$ cat config.mk
export PLATFORM = sky130hd
export DESIGN_NAME = matmul_seq
export DESIGN_NICKNAME = d
export VERILOG_FILES = /design/src/rtl/matmul_seq.sv
export SDC_FILE = /design/constraint.sdc
export NUM_CORES = 1
export LEC_CHECK = 0
export ABC_AREA = 1
export CELL_PAD_IN_SITES_DETAIL_PLACEMENT = 0
export CELL_PAD_IN_SITES_GLOBAL_PLACEMENT = 1
export CORE_MARGIN = 3
export CORE_UTILIZATION = 41
export DETAILED_ROUTE_END_ITERATION = 7
export PLACE_DENSITY = 0.87
export SYNTH_ARGS = -nofsm -noshare
export SYNTH_HDL_FRONTEND = slang
export SYNTH_SLANG_ARGS = --single-unit
$ cat constraint.sdc
create_clock -name clk -period 4.8 [get_ports clk]
set_input_delay 0.72 -clock clk [delete_from_list [all_inputs] [get_ports clk]]
set_output_delay 0.72 -clock clk [all_outputs]
set_load 0.05 [all_outputs]
$ cat src/rtl/matmul_seq.sv
// matmul_seq: host-facing command sequencer for one matmul instance.
// It decodes LOAD_VEC / MATMUL commands from the host byte stream and
// writes the vector SRAM. It frames the matmul input stream, and returns
// each 32-bit row result LSB first through a single-word TX buffer.
module matmul_seq #(
    parameter int MAX_DIM         = 16,
    parameter int SRAM_ADDR_WIDTH = 10
) (
    input  logic                       clk,
    input  logic                       rst,
    input  logic [7:0]                 host_rx_data,
    input  logic                       host_rx_valid,
    output logic                       host_rx_ready,
    output logic [7:0]                 host_tx_data,
    output logic                       host_tx_valid,
    input  logic                       host_tx_ready,
    output logic [7:0]                 mm_in_data,
    output logic                       mm_in_valid,
    input  logic                       mm_in_ready,
    input  logic [31:0]                mm_out_data,
    input  logic                       mm_out_valid,
    output logic                       mm_out_ready,
    input  logic                       mm_sram_we,
    input  logic [SRAM_ADDR_WIDTH-1:0] mm_sram_addr,
    output logic                       sram_we,
    output logic [SRAM_ADDR_WIDTH-1:0] sram_addr,
    output logic [7:0]                 sram_din,
    output logic                       busy,
    output logic                       err
);

    localparam logic [3:0] S_IDLE    = 4'd0;
    localparam logic [3:0] S_VLEN    = 4'd1;
    localparam logic [3:0] S_VDATA   = 4'd2;
    localparam logic [3:0] S_MDIM_V  = 4'd3;
    localparam logic [3:0] S_MDIM_H  = 4'd4;
    localparam logic [3:0] S_MHDR_V  = 4'd5;
    localparam logic [3:0] S_MHDR_H  = 4'd6;
    localparam logic [3:0] S_MSTREAM = 4'd7;
    localparam logic [3:0] S_DRAIN   = 4'd8;
    localparam logic [3:0] S_ACK     = 4'd9;

    localparam logic [7:0] OP_LOAD_VEC = 8'h01;
    localparam logic [7:0] OP_MATMUL   = 8'h02;
    localparam logic [7:0] CODE_ERR    = 8'hEE;
    localparam logic [7:0] CODE_VEC    = 8'hA1;
    localparam logic [7:0] CODE_MM     = 8'hA2;

    // A dimension/length of zero or above MAX_DIM is rejected.
    function automatic logic dim_bad(input logic [7:0] d);
        return (d == 8'd0) || (int'(d) > MAX_DIM);
    endfunction

    logic [3:0]  state_q, state_d;
    logic        init_q;
    logic        err_q, err_d;
    logic [7:0]  len_q, len_d;
    logic [7:0]  idx_q, idx_d;
    logic [7:0]  vdim_q, vdim_d;
    logic [7:0]  hdim_q, hdim_d;
    logic [15:0] bytes_left_q, bytes_left_d;
    logic [7:0]  rows_out_q, rows_out_d;
    logic [7:0]  code_q, code_d;
    logic [31:0] tx_word_q, tx_word_d;
    logic [1:0]  tx_cnt_q, tx_cnt_d;
    logic        tx_full_q, tx_full_d;

    logic rx_fire;
    logic tx_fire;
    logic word_fire;
    logic code_load;

    assign host_tx_valid = tx_full_q;
    assign host_tx_data  = tx_word_q[7:0];
    // init_q keeps the host and result handshakes closed for the cycle right after reset.
    assign mm_out_ready  = init_q && !tx_full_q;
    assign busy          = (state_q != S_IDLE) || tx_full_q;
    assign err           = err_q;

    // Per-state handshake steering and the vector-SRAM port mux.
    always_comb begin
        host_rx_ready = 1'b0;
        mm_in_data    = 8'h00;
        mm_in_valid   = 1'b0;
        sram_we       = mm_sram_we;
        sram_addr     = mm_sram_addr;
        sram_din      = 8'h00;
        case (state_q)
            S_IDLE:                      host_rx_ready = init_q;
            S_VLEN, S_MDIM_V, S_MDIM_H:  host_rx_ready = 1'b1;
            S_VDATA: begin
                host_rx_ready = 1'b1;
                sram_we       = host_rx_valid;
                sram_addr     = SRAM_ADDR_WIDTH'(idx_q);
                sram_din      = host_rx_data;
            end
            S_MHDR_V: begin
                mm_in_valid = 1'b1;
                mm_in_data  = vdim_q;
            end
            S_MHDR_H: begin
                mm_in_valid = 1'b1;
                mm_in_data  = hdim_q;
            end
            S_MSTREAM: begin
                mm_in_data    = host_rx_data;
                mm_in_valid   = host_rx_valid;
                host_rx_ready = mm_in_ready;
            end
            default: ;
        endcase
    end

    // Command FSM, TX buffer and counters: next-state computation.
    always_comb begin
        state_d      = state_q;
        err_d        = err_q;
        len_d        = len_q;
        idx_d        = idx_q;
        vdim_d       = vdim_q;
        hdim_d       = hdim_q;
        bytes_left_d = bytes_left_q;
        rows_out_d   = rows_out_q;
        code_d       = code_q;
        tx_word_d    = tx_word_q;
        tx_cnt_d     = tx_cnt_q;
        tx_full_d    = tx_full_q;

        rx_fire   = host_rx_valid && host_rx_ready;
        tx_fire   = tx_full_q && host_tx_ready;
        word_fire = mm_out_valid && mm_out_ready;
        // A result word waiting on the matmul side wins over a pending code.
        code_load = (state_q == S_ACK) && !tx_full_q && !mm_out_valid;

        case (state_q)
            S_IDLE: if (rx_fire) begin
                if (host_rx_data == OP_LOAD_VEC)     state_d = S_VLEN;
                else if (host_rx_data == OP_MATMUL)  state_d = S_MDIM_V;
                else begin
                    code_d  = CODE_ERR;
                    err_d   = 1'b1;
                    state_d = S_ACK;
                end
            end
            S_VLEN: if (rx_fire) begin
                len_d = host_rx_data;
                if (dim_bad(host_rx_data)) begin
                    code_d  = CODE_ERR;
                    err_d   = 1'b1;
                    state_d = S_ACK;
                end else begin
                    idx_d   = 8'd0;
                    state_d = S_VDATA;
                end
            end
            S_VDATA: if (rx_fire) begin
                idx_d = idx_q + 8'd1;
                if (idx_q == len_q - 8'd1) begin
                    code_d  = CODE_VEC;
                    state_d = S_ACK;
                end
            end
            S_MDIM_V: if (rx_fire) begin
                vdim_d  = host_rx_data;
                state_d = S_MDIM_H;
            end
            S_MDIM_H: if (rx_fire) begin
                hdim_d = host_rx_data;
                if (dim_bad(vdim_q) || dim_bad(host_rx_data)) begin
                    code_d  = CODE_ERR;
                    err_d   = 1'b1;
                    state_d = S_ACK;
                end else begin
                    state_d = S_MHDR_V;
                end
            end
            S_MHDR_V: if (mm_in_ready) state_d = S_MHDR_H;
            S_MHDR_H: if (mm_in_ready) begin
                bytes_left_d = 16'(vdim_q) * 16'(hdim_q);
                rows_out_d   = 8'd0;
                state_d      = S_MSTREAM;
            end
            S_MSTREAM: if (rx_fire) begin
                bytes_left_d = bytes_left_q - 16'd1;
                if (bytes_left_q == 16'd1) state_d = S_DRAIN;
            end
            S_DRAIN: if ((rows_out_q == vdim_q) && !tx_full_q) begin
                code_d  = CODE_MM;
                state_d = S_ACK;
            end
            S_ACK: if (code_load) begin
                tx_word_d = {24'h000000, code_q};
                tx_cnt_d  = 2'd0;
                tx_full_d = 1'b1;
                state_d   = S_IDLE;
            end
            default: state_d = S_IDLE;
        endcase

        if (tx_fire) begin
            if (tx_cnt_q == 2'd0) begin
                tx_full_d = 1'b0;
            end else begin
                tx_word_d = {8'h00, tx_word_q[31:8]};
                tx_cnt_d  = tx_cnt_q - 2'd1;
            end
        end

        if (word_fire) begin
            tx_word_d  = mm_out_data;
            tx_cnt_d   = 2'd3;
            tx_full_d  = 1'b1;
            rows_out_d = rows_out_d + 8'd1;
        end
    end

    // Control state and counters, cleared by reset.
    always_ff @(posedge clk) begin
        if (rst) begin
            state_q      <= S_IDLE;
            init_q       <= 1'b0;
            err_q        <= 1'b0;
            idx_q        <= 8'd0;
            bytes_left_q <= 16'd0;
            rows_out_q   <= 8'd0;
            tx_cnt_q     <= 2'd0;
            tx_full_q    <= 1'b0;
        end else begin
            state_q      <= state_d;
            init_q       <= 1'b1;
            err_q        <= err_d;
            idx_q        <= idx_d;
            bytes_left_q <= bytes_left_d;
            rows_out_q   <= rows_out_d;
            tx_cnt_q     <= tx_cnt_d;
            tx_full_q    <= tx_full_d;
        end
    end

    // Data-only registers; their contents are qualified by the control state.
    always_ff @(posedge clk) begin
        len_q     <= len_d;
        vdim_q    <= vdim_d;
        hdim_q    <= hdim_d;
        code_q    <= code_d;
        tx_word_q <= tx_word_d;
    end

endmodule

==> results of run 1 <==
worst min-delay path by stage:
| stage | start | to | slack, ps | depth (start not counted) |
|---|---|---|---|---|
| finish | err$_SDFFE_PP0P_ | err$_SDFFE_PP0P_ | 450 | 2 |
| global placement | err$_SDFFE_PP0P_ | err$_SDFFE_PP0P_ | 440 | 2 |
| detailed placement | err$_SDFFE_PP0P_ | err$_SDFFE_PP0P_ | 440 | 2 |
| global route | err$_SDFFE_PP0P_ | err$_SDFFE_PP0P_ | 480 | 2 |
| floorplan | rows_out_q[5]$_SDFF_PP0_ | rows_out_q[5]$_SDFF_PP0_ | 440 | 1 |
| CTS | err$_SDFFE_PP0P_ | err$_SDFFE_PP0P_ | 450 | 2 |
cells in the mapped netlist, types with 2 or more instances:
master    number
nand2_1      286
inv_1        200
nor2_1       136
dfxtp_1       73
nand3_1       73
a21oi_1       62
o21ai_0       42
ha_1          41
fa_1          36
clkbuf_1      34
edfxtp_1      27
o21ai_1       16
xor2_1        12
buf_2         11
buf_4          9
nand4_1        9
o211ai_1       9
o221ai_1       9
inv_2          8
o31ai_1        8
nor2_2         7
xnor2_1        7
nor3_1         6
nand2_4        4
o22ai_1        3
a21oi_2        2
buf_6          2
nand2_2        2
nand3b_1       2
nor3b_1        2
o21ai_2        2
o21bai_1       2
through the flow:
stage	utilization	hold slack, ps	cells	instance area [sq um]	power, uW
6_report	0.4954	450.4	1482	9329	3715
5_1_grt	0.4954	483.2	1482	9329	3981
4_1_cts	0.4954	451.4	1482	9329	3740
3_5_place_dp	0.4786	438.7	1466	9012	2961
3_3_place_gp	0.4786	439.2	1466	9012	2946
2_1_floorplan	-	436.2	1157	7923	2484
kinds of logic after synthesis:
group / synth area share
AOI/OAI and AO/OA: 0.1147
xor gates and xnor gates: 0.02100
adders and majority gates: 0.1557
buffers and inverters: 0.1342
DFF: 0.2868
and+or+nand+nor: 0.2876
layout make-up:
type                    instances  share of cell area
inverters                     210             0.08476
clock inverters                 7            0.009791
repair buffers                105              0.1105
clock buffers                   9             0.02414
flip-flops and latches        100              0.2436
well taps                     260             0.03487
multi-input cells             791              0.4924
power breakdown:
group	internal (uW)	switching (uW)
Combinational	635	1200
Sequential	1010	96.2
Clock	378	393
Total	2020	1690
worst reg2reg max path: stages, from the launching register on:
cell and delay (ps):
edfxtp_1 660, nand2_1 140, fa_1 500, fa_1 550, inv_1 50, fa_1 540, inv_1 60, fa_1 530
inv_1 40, ha_1 350, nand2_1 90, nand2_1 70, nand3_1 70, nand3_1 150, a21oi_1 200, inv_1 60
nand2_1 50, nand3_1 70, a21oi_1 150
sequential cells by signal (all words and copies together), names as in the netlist, 3 cells and up:
register,flops
tx_word_q,32
bytes_left_q,16
hdim_q,8
idx_q,8
len_q,8
rows_out_q,8
vdim_q,8
state_q,4
code_q,3
per-layer routing:
| layer | vias to the layer above | track usage | share of wire |
|---|---|---|---|
| li1 | 3728 | - | - |
| met3 | 18 | 0.03467 | 0.040 |
| met1 | 3383 | 0.2594 | 0.46 |
| met4 | 0 | 0.04086 | 0.011 |
| met5 | - | 0 | 0 |
| met2 | 160 | 0.3538 | 0.49 |
==> impl_metrics.ini, run 1 <==
[outcome]
status = completed

[setup_path]
worstSetupStartpoint = vdim_q[1]$_DFFE_PP_
r2r_end = bytes_left_q[14]$_SDFFE_PP0P_
worst-path-stages = 18
path_class = flop to flop
reg2reg_from = vdim_q[1]$_DFFE_PP_
cp_num_buf_inv = 4
rrSetupSlack_ps = 400
crit_fanout = 12
required_ps = 5090
critPathSlowestCell = edfxtp_1
cp-start-kind = flop
reg2reg_depth = 18
cp-end-kind = flop
crit_arrival_ps = 4690
crit_family = adder cells
path_cells = nand2_1, fa_1, fa_1, inv_1, fa_1, inv_1, fa_1, inv_1, ha_1, nand2_1, nand2_1, nand3_1, nand3_1, a21oi_1, inv_1, nand2_1, nand3_1, a21oi_1
setup.worst_path.end = bytes_left_q[14]$_SDFFE_PP0P_
slowest_delay_ps = 660

[logic_synthesis]
synth_area_leader_cell = dfxtp_1
synth_cells = 1157
yosysWarningCount = 0
synthesis.area_per_instance_sq_um = 6.848
synthArstFlopShare = 0
synth_seq_area_share = 0.2868
syn_area_sq_um = 7923
synthDominantCellAreaShare = 0.1845
synthesis.nets = 1291
ys.flop_type = dfxtp_1
synthTopCellsByArea = dfxtp_1, nand2_1, edfxtp_1
synth_edf_count = 27
ys_ff_latch = 100
synth.distinct_cells = 47

[hold_path]
hold_class = flop to flop

[detailed_routing]
wl_per_cell_um = 14.18
drt-vias-per-instance = 4.918
ant_nets = 0
drc = 0
totalWireLength_mm = 21.01
dr.pass1.iters = 4
vias = 7289
drt_iter0_markers = 393

[finish]
nFillCells = 1903
seq_area_sq_um = 2272
area_growth_pct = 17.75
final_cell_mix = nand2_1, inv_1, nor2_1
drive_above_1_share = 0.04828
diodes = 0
final_common_cell = nand2_1
fin_nets = 1351
multi_input_area_sq_um = 4593

[cts]
cts_inserted_buffers = 9
cts_tree = done
cts_hold_buffers = 0
postCtsSetupBuffers = 0
post_cts_resized = 0
clk_pin_slew_ps = 90
clkLatencyLatePin_ps = 360
cts_max_level = 3
cts_root_buf = clkbuf_16
cts_sinks = 100
cts_buffer_depth = 2

[floorplanning]
io_pins = 98
die_w_um = 145.0
core-area_sq_um = 18830
start_util = 0.4207
rows = 50
die_area_sq_um = 21030
die_h_um = 145.0

[timing]
fmax_mhz = 227.2
setup_tns_ps = 0
tightest_slew_ps = 1050
drv_slew = 0
timing.final.ws_setup_ps = 397.9
report.final.setup_viol = 0
hold_viol_final = 0
grt_setup_unrepaired = no
relSlewSlack = 0.2994
fin_crit_ps = 4402
worst_clock_skew_ps = 12.77
fin_crit_sh = 0.9171

[pwr]
power_density_nw_per_um2 = 398.2
ir_drop_uv = 209.4
total_leakage_power_uw = 0.004657

[run]
maxCapViolCount = 0

[global_routing]
grt_util_all_layers = 0.2005
antenna_found_initial = 0
grt-ovfl-total = 0
grt_pass1_wl_mm = 35.03
grt_pass1_vias = 7079
grt_max_degree = 43

[placement]
portBuffers = 97
dp_hpwl_mm = 15.85
routabilityCongestion = 0.8947
place_worst_setup_slack_ps = 418.8
No activity file was read; power rests on OpenSTA's default activity.
==> inputs of run 2 (changes only) <==
--- a/config.mk
+++ b/config.mk
@@ -11,7 +11,7 @@
 export CORE_MARGIN = 3
 export CORE_UTILIZATION = 41
 export DETAILED_ROUTE_END_ITERATION = 7
-export PLACE_DENSITY = 0.87
+export PLACE_DENSITY_LB_ADDON = 0.15
 export SYNTH_ARGS = -nofsm -noshare
 export SYNTH_HDL_FRONTEND = slang
 export SYNTH_SLANG_ARGS = --single-unit
==> impl_metrics.ini, run 2 (same netlist as run 1, synthesis figures left out) <==
[run]
maxCapViolCount = 0

[finish]
fin_nets = 1349
area_growth_pct = 17.53
diodes = 0
reg_top3 = tx_word_q x32, bytes_left_q x16
drive_above_1_share = 0.04672
largest_reg_flops = 32
post-route-util = 0.4945
final_common_cell = nand2_1
final_cell_mix = nand2_1, inv_1, nor2_1
regMostFlops = tx_word_q

[cts]
cts_inserted_buffers = 9
cts_sinks = 100
cts_tree = done
cts_root_buf = clkbuf_16
postCtsSetupBuffers = 0
post_cts_resized = 0
cts_max_level = 3
cts_hold_buffers = 0
cts_buffer_depth = 2
clkLatencyLatePin_ps = 370
clk_pin_slew_ps = 80

[detailed_routing]
drt-vias-per-instance = 4.862
wl_per_cell_um = 14.53
dr.pass1.iters = 5
drc = 0
ant_nets = 0
vias = 7196
totalWireLength_mm = 21.50
wl_met3_um = 781
wl_met2_mm = 10.28
m1WireLength_mm = 10.05
routed.top_layer = met4
drt_iter0_markers = 261

[timing]
worst_clock_skew_ps = 13.74
fin_crit_sh = 0.9180
drv_slew = 0
relSlewSlack = 0.2977
grt_setup_unrepaired = no
hold_viol_final = 0
report.final.setup_viol = 0
fin_crit_ps = 4406
whs_ps = 457.1
fmax_mhz = 226.9
tightest_slew_ps = 1052
setup_tns_ps = 0

[outcome]
status = completed

[global_routing]
grt_pass1_vias = 6797
grt-ovfl-total = 0
grt_util_all_layers = 0.2041
grt_max_degree = 43
grt_pass1_wl_mm = 34.85
antenna_found_initial = 0

[placement]
routabilityCongestion = 0.8821
dp_hpwl_mm = 16.26
portBuffers = 97

[floorplanning]
die_area_sq_um = 21030
io_pins = 98
die_w_um = 145.0
rows = 50
core-area_sq_um = 18830
die_h_um = 145.0
start_util = 0.4207

[pwr]
seq_power_share = 0.299
switchingPower_uw = 1691
clkPwrFrac = 0.208
total_leakage_power_uw = 0.004649
ir_drop_uv = 186.9
power_density_nw_per_um2 = 398.5
switching_share = 0.4558
combPwrFrac = 0.493
p_int_uw = 2019

[setup_path]
required_ps = 5090
crit_fanout = 12
cp-start-kind = flop
crit_arrival_ps = 4700
rrSetupSlack_ps = 390
cp-end-kind = flop
path_class = flop to flop

[hold_path]
hold_class = flop to flop
-- run 2: changes by cell type in the layout (fill, tap and decap cells not counted), sizes merged --
cell and change:
buf -2
-- run 2: final timing paths --
kind,from,endpoint,cells after the start
max,vdim_q[1]$_DFFE_PP_,bytes_left_q[14]$_SDFFE_PP0P_,18
min,err$_SDFFE_PP0P_,err$_SDFFE_PP0P_,2
max reg2reg,vdim_q[1]$_DFFE_PP_,bytes_left_q[14]$_SDFFE_PP0P_,18
min reg2reg,err$_SDFFE_PP0P_,err$_SDFFE_PP0P_,2
-- run 2: power groups by stage --
stage          registers, uW  logic, uW  clock network [uW]
6_report                1110       1830                 772
5_1_grt                 1130       2030                 828
4_1_cts                 1110       1840                 787
3_5_place_dp            1130       1830                   0
3_3_place_gp            1130       1830                   0
2_1_floorplan           1100       1380                   0
-- run 2: final cells by class --
class | count | area, sq um
flip-flops and latches | 100 | 2272
inverters | 210 | 790.8
repair buffers | 103 | 1016
clock buffers | 9 | 225.2
multi-input cells | 791 | 4593
well taps | 260 | 325.3
fillers | 1943 | 9519
clock inverters | 7 | 88.84
-- run 2: through the flow --
stage | setup slack [ps] | cells | total power (uW) | area [sq um]
after CTS | 375.0 | 1480 | 3740 | 9311
final | 393.6 | 1480 | 3711 | 9311
after global routing | 52.26 | 1480 | 3987 | 9311
after detailed placement | 433.0 | 1464 | 2959 | 8997
after floorplan | 700.4 | 1157 | 2484 | 7923
after global placement | 480.9 | 1464 | 2962 | 8997
-- run 2: worst max-delay path, stage by stage, from the launching register on --
cell and delay (ps):
edfxtp_1 670, nand2_1 150, fa_1 510, fa_1 540, inv_1 50, fa_1 530, inv_1 60, fa_1 540
inv_1 50, ha_1 350, nand2_1 90, nand2_1 60, nand3_1 70, nand3_1 140, a21oi_1 200, inv_1 60
nand2_1 50, nand3_1 60, a21oi_1 150
-- run 2: routing by layer --
metal,up-vias,global-route usage
met5,-,0
met4,0,0.05606
li1,3731,-
met1,3312,0.2684
met3,23,0.03154
met2,130,0.3507
